===== src/rtl/fp8_pkg.sv =====
// Shared definitions for the 8-bit floating-point blocks (multiplier and adder):
// format constants, field selects and the multiplier's FSM states.
package fp8_pkg;

    localparam int         BIAS    = 3;
    localparam int         EXP_MAX = 7;
    localparam logic [6:0] SAT_MAG = 7'h7F;

    typedef enum logic [1:0] {IDLE, MUL, NORM, DONE} state_t;

    function automatic logic fp8_sign(input logic [7:0] x);
        return x[7];
    endfunction

    function automatic logic [2:0] fp8_exp(input logic [7:0] x);
        return x[6:4];
    endfunction

    function automatic logic [3:0] fp8_frac(input logic [7:0] x);
        return x[3:0];
    endfunction

endpackage


===== src/rtl/fp8_normalize.sv =====
// Combinational pack of the raw significand product into fp8, with overflow
// saturation, underflow flush and zero-operand override.
module fp8_normalize #(
    parameter int MANT_W = 4
) (
    input  logic [2*(MANT_W+1)-1:0] acc,
    input  logic signed [5:0]       exp_sum,
    input  logic                    sign,
    input  logic                    zflag,
    output logic [7:0]              c,
    output logic                    ovf,
    output logic                    unf
);
    import fp8_pkg::*;

    localparam int ACC_W = 2 * (MANT_W + 1);

    logic signed [5:0]   e_norm;
    logic [MANT_W-1:0]   frac;

    function automatic logic [7:0] saturate(input logic s);
        return {s, SAT_MAG};
    endfunction

    always_comb begin
        // Product of two 1.x significands lies in [1,4): one bit of renormalisation at most.
        e_norm = exp_sum;
        frac   = acc[ACC_W-3 -: MANT_W];
        if (acc[ACC_W-1]) begin
            e_norm = exp_sum + 6'sd1;
            frac   = acc[ACC_W-2 -: MANT_W];
        end

        c   = '0;
        ovf = 1'b0;
        unf = 1'b0;
        if (!zflag) begin
            if (e_norm > 6'(EXP_MAX)) begin
                c   = saturate(sign);
                ovf = 1'b1;
            end else if (e_norm < 6'sd1) begin
                unf = 1'b1;
            end else begin
                c = {sign, e_norm[2:0], frac};
            end
        end
    end

endmodule


===== src/rtl/fp8_seq_multiplier.sv =====
// Iterative fp8 multiplier: 5-cycle shift-add over the significands, one pack
// cycle, then a done pulse with the registered product, 7 cycles after start.
module fp8_seq_multiplier #(
    parameter int BIAS   = fp8_pkg::BIAS,
    parameter int MANT_W = 4
) (
    input  logic       clk,
    input  logic       rst,
    input  logic       start,
    input  logic [7:0] A,
    input  logic [7:0] B,
    output logic       busy,
    output logic       done,
    output logic [7:0] C,
    output logic       ovf,
    output logic       unf
);
    import fp8_pkg::*;

    localparam int SIG_W = MANT_W + 1;
    localparam int ACC_W = 2 * SIG_W;
    localparam int CNT_W = $clog2(SIG_W);

    state_t             state, state_nxt;
    logic               accept;
    logic [CNT_W-1:0]   cnt;
    logic [SIG_W-1:0]   mcand, mplier;
    logic [ACC_W-1:0]   acc;
    logic signed [5:0]  exp_sum, exp_sum_in;
    logic               sign, zflag;
    logic [7:0]         c_p, c_n;
    logic               ovf_p, unf_p, ovf_n, unf_n;

    assign exp_sum_in = $signed({3'b000, fp8_exp(A)}) + $signed({3'b000, fp8_exp(B)}) - 6'(BIAS);

    fp8_normalize #(.MANT_W(MANT_W)) u_norm (
        .acc     (acc),
        .exp_sum (exp_sum),
        .sign    (sign),
        .zflag   (zflag),
        .c       (c_n),
        .ovf     (ovf_n),
        .unf     (unf_n)
    );

    // start is ignored while the done pulse is showing, so a held start re-arms one cycle later.
    always_comb begin
        state_nxt = state;
        accept    = 1'b0;
        case (state)
            IDLE: if (start && !done) begin
                accept    = 1'b1;
                state_nxt = MUL;
            end
            MUL:  if (cnt == CNT_W'(SIG_W - 1)) state_nxt = NORM;
            NORM: state_nxt = DONE;
            DONE: state_nxt = IDLE;
            default: state_nxt = IDLE;
        endcase
    end

    always_ff @(posedge clk) begin
        if (rst) begin
            state   <= IDLE;
            busy    <= 1'b0;
            done    <= 1'b0;
            C       <= 8'h00;
            ovf     <= 1'b0;
            unf     <= 1'b0;
            cnt     <= '0;
            mcand   <= '0;
            mplier  <= '0;
            acc     <= '0;
            exp_sum <= '0;
            sign    <= 1'b0;
            zflag   <= 1'b0;
            c_p     <= 8'h00;
            ovf_p   <= 1'b0;
            unf_p   <= 1'b0;
        end else begin
            state <= state_nxt;
            busy  <= (state == MUL) || (state == NORM);
            done  <= (state == DONE);
            case (state)
                // Operand capture
                IDLE: if (accept) begin
                    sign    <= fp8_sign(A) ^ fp8_sign(B);
                    exp_sum <= exp_sum_in;
                    mcand   <= {1'b1, fp8_frac(A)};
                    mplier  <= {1'b1, fp8_frac(B)};
                    acc     <= '0;
                    cnt     <= '0;
                    zflag   <= (fp8_exp(A) == 3'd0) || (fp8_exp(B) == 3'd0);
                end
                // Shift-add, one multiplier bit per cycle
                MUL: begin
                    if (mplier[cnt]) acc <= acc + (ACC_W'(mcand) << cnt);
                    cnt <= cnt + 1'b1;
                end
                // Pack result
                NORM: begin
                    c_p   <= c_n;
                    ovf_p <= ovf_n;
                    unf_p <= unf_n;
                end
                // Publish together with the done pulse
                DONE: begin
                    C   <= c_p;
                    ovf <= ovf_p;
                    unf <= unf_p;
                end
                default: ;
            endcase
        end
    end

endmodule

===== config.mk =====
export PLATFORM = sky130hd
export DESIGN_NAME = fp8_seq_multiplier
export DESIGN_NICKNAME = d
export VERILOG_FILES = /design/src/rtl/fp8_pkg.sv /design/src/rtl/fp8_normalize.sv /design/src/rtl/fp8_seq_multiplier.sv
export SDC_FILE = /design/constraint.sdc
export NUM_CORES = 1
export LEC_CHECK = 0
export ABC_AREA = 1
export BUFFER_PORTS_ARGS = -buffer_cell sky130_fd_sc_hd__buf_2
export CAP_MARGIN = 25
export CORE_AREA = 2 2 80 82
export CTS_CLUSTER_SIZE = 20
export DETAILED_ROUTE_END_ITERATION = 8
export DIE_AREA = 0 0 82 84
export PLACE_DENSITY = 0.74
export SLEW_MARGIN = 0
export SYNTH_ARGS = -nofsm -noshare
export SYNTH_HDL_FRONTEND = slang
export SYNTH_SLANG_ARGS = --single-unit

===== constraint.sdc =====
create_clock -name clk -period 2.1 [get_ports clk]
set_input_delay 0.42 -clock clk [delete_from_list [all_inputs] [get_ports clk]]
set_output_delay 0.42 -clock clk [all_outputs]
set_load 0.03 [all_outputs]

==> reports/metrics.yaml <==
status: "finished, violations left"
violations: "negative setup slack"
rows: 29
synth_flop_cell: "dfxtp_1"
cts_tree: "built"
gp_congestion: 0.981
cp_data_arrival_time_ps: 2390
yosysTopAreaCellShare_pct: 34.2
port_buffers: 30
path_cells: "buf_6 > buf_6 > nand2_4 > nand3_2 > o21ai_2 > nor2_1 > ha_1 > nand2_2 > inv_2 > nand2_4 > nand2_2 > nand2_1 > nand2_1 > nor2_1 > nand2_1 > nand3_1 > a21oi_1"
dieHeight_um: 84
p_clk_share_pct: 15.4
ant_nets: 0
drt_iter0_drc: 164
period_minus_slack_ps: 2190
synth_cell_types: 38
hp-class: "input port to flop"
drc: 0
period_share_pct: 104
synth.most_common_cell: "nand2_1"
power.switching_mw: 1.62
ys_seq_area_share_pct: 34.2
netlist_top_cells_count: "nand2_1 (111), dfxtp_1 (53), inv_1 (50)"
synth_top_area_cell: "dfxtp_1"
combinationalPowerShare_pct: 48.8
pre_cts_ws_ps: -152
clk_latency_ps: 310
worst_pin_slew_ps: 423
cp_common_cell: "nand2_1"
path_class: "flop to flop"
cp-start-kind: "flop"
synth.avg_cell_area_um2: 6.91
cp.required_ps: 2290
utilization_pct: 63.5
max_cap_violations: 0
swShare_pct: 42.5
p_per_area_nw_per_um2: 986
cts_hold_buf: 0
nNetsFinal: 552
syn-num-nets: 491
cts_sinks: 53
slew_headroom_pct: 71.8
crit_fanout: 7
grt_max_degree: 29
initial_utilization_pct: 50.9
fmax_mhz: 456
finalHoldWorstSlack_ps: 391
ios: 31
grt_pass1_vias: 2796
setup_viol: 7
cp_slowest_cell: "dfxtp_4"
synthTopCellsByArea: "dfxtp_1 (34%), nand2_1 (13%), ha_1 (8.5%)"
internal_power_mw: 2.20
grtUsageTotal_pct: 21.1
share_seq_of_total_power_pct: 35.8
async_flop_share_pct: 0
area_growth_pct: 24.8
die_x_um: 82
n_antenna_cell: 0
clk_pin_slew_worst_paths_ps: 110
dp.cells: 570
dieArea_um2: 6890
drive_gt1_share_pct: 27.6
p_leak_nw: 1.80
worst_path_dominant_cell_family: "simple AND/OR/NAND/NOR gates"
synth_edf_count: 0
grt-ovfl-total: 0
synth_cells: 449
clock-root-buffer: "clkbuf_8"
slowest_delay_ps: 390
yosysWarnings: 0
synth-seq-cells: 53
antenna_found_initial: 0
vias_per_cell: 5.21
skew_ps: 11.1
fill_cells: 549
routed-via-count: 3064
post_drt_wl_per_cell_um: 12.7
endpoint_kind: "flop"
grt_pass1_wl_um: 11800
hold_viol_final: 0
peakVddDrop_mv: 0.724
crit_buf_inv: 3
numCtsBuffers: 5
setup_slack_ps: -94.1
routed_wl_um: 7490
syn_area_um2: 3100
layoutNonFillerInstCount: 588
core_region_area_um2: 6100
cts_max_level: 2
clockBufferDepth: 2
rsz0062_at_grt: "yes"
maxSlewViolCount: 0
drtPass1Iterations: 5
dp_hpwl_um: 5070
[repair_timing]
| item | 4_1_cts | 5_1_grt |
|---|---|---|
| pin swaps | 3 | 30 |
| endpoints found under the setup margin | 6 | 7 |
| setup buffers | 1 | 9 |
| resized for setup | 10 | 58 |
| endpoints found under the hold margin | 0 | 0 |
[cells by family (layout without fill, tap and decap cells)]
logic type / count (synthesis) / after routing / synth area share (%)
XOR/XNOR: 5 / 5 / 1.41
flip-flops: 53 / 53 / 34.2
AO/OA/AOI/OAI: 97 / 97 / 17.8
multiplexers: 1 / 1 / 0.323
AND/OR/NAND/NOR: 202 / 202 / 27.7
buffers and inverters: 68 / 130 / 8.83
adder cells (fa/ha/maj): 23 / 23 / 9.76
[sequential cells by signal (all words and copies together), names as in the netlist, 2 cells and up]
signal / cells
acc: 10
C: 8
c_p: 8
exp_sum: 5
mcand: 5
mplier: 4
cnt: 3
state: 2
[worst reg2reg max path: cells and delay by family, from the launching register on]
| family | cells | cell delay (ps) |
|---|---|---|
| buf+inv | 3 | 300 |
| compound gates | 2 | 140 |
| fa+ha+maj | 1 | 390 |
| simple gates | 11 | 870 |
| flops | 1 | 390 |
[layer usage]
layer	track usage, %	wire length (um)
met1	27.8	3350
met2	35.0	3540
met3	3.14	350
met4	6.82	250
met5	0	0
[cell type report]
class	count	area, um2	share of cell area [%]
multi-input combinational	328	1980	51.0
sequential	53	1070	27.6
timing repair buffer	66	432	11.1
inverter	56	216	5.59
tap	77	96.3	2.49
clock buffer	6	72.6	1.87
clock inverter	2	13.8	0.355
[path summary, 6_finish.rpt]
path / start / end / slack (ps) / depth (start not counted)
worst max register to register: cnt[0] / acc[9] / -90 / 17
worst min register to register: mplier[0] / mplier[0] / 450 / 2
worst max-delay path: cnt[0] / acc[9] / -90 / 17
worst min-delay path: A[3] / mcand[3] / 390 / 3
[power groups by stage]
stage               Sequential (mW)  Combinational (mW)  Clock, mW
CTS                            1.36                1.57      0.595
detailed placement             1.37                1.55          0
finish                         1.37                1.86      0.588
floorplan                      1.44                1.01          0
global placement               1.36                1.51          0
global route                   1.40                2.08      0.622
[through the flow]
stage | TNS (ps) | instance area, um2 | total power, mW
3_5_place_dp | -583 | 3480 | 2.92
2_1_floorplan | 0 | 3100 | 2.45
5_1_grt | -1170 | 3870 | 4.10
6_report | -311 | 3870 | 3.82
4_1_cts | 0 | 3600 | 3.52
3_3_place_gp | -274 | 3480 | 2.88
[layout by cell type, fill, tap and decap left out, types with 6 or more instances in the layout]
master,instances
a21oi_1,35
a21oi_2,6
buf_2,30
buf_4,33
dfxtp_1,50
ha_1,18
inv_1,48
nand2_1,97
nand2_2,17
nand3_1,19
nor2_1,41
nor2_2,6
o21ai_0,31
o21ai_2,6
No activity file was read; power rests on OpenSTA's default activity.
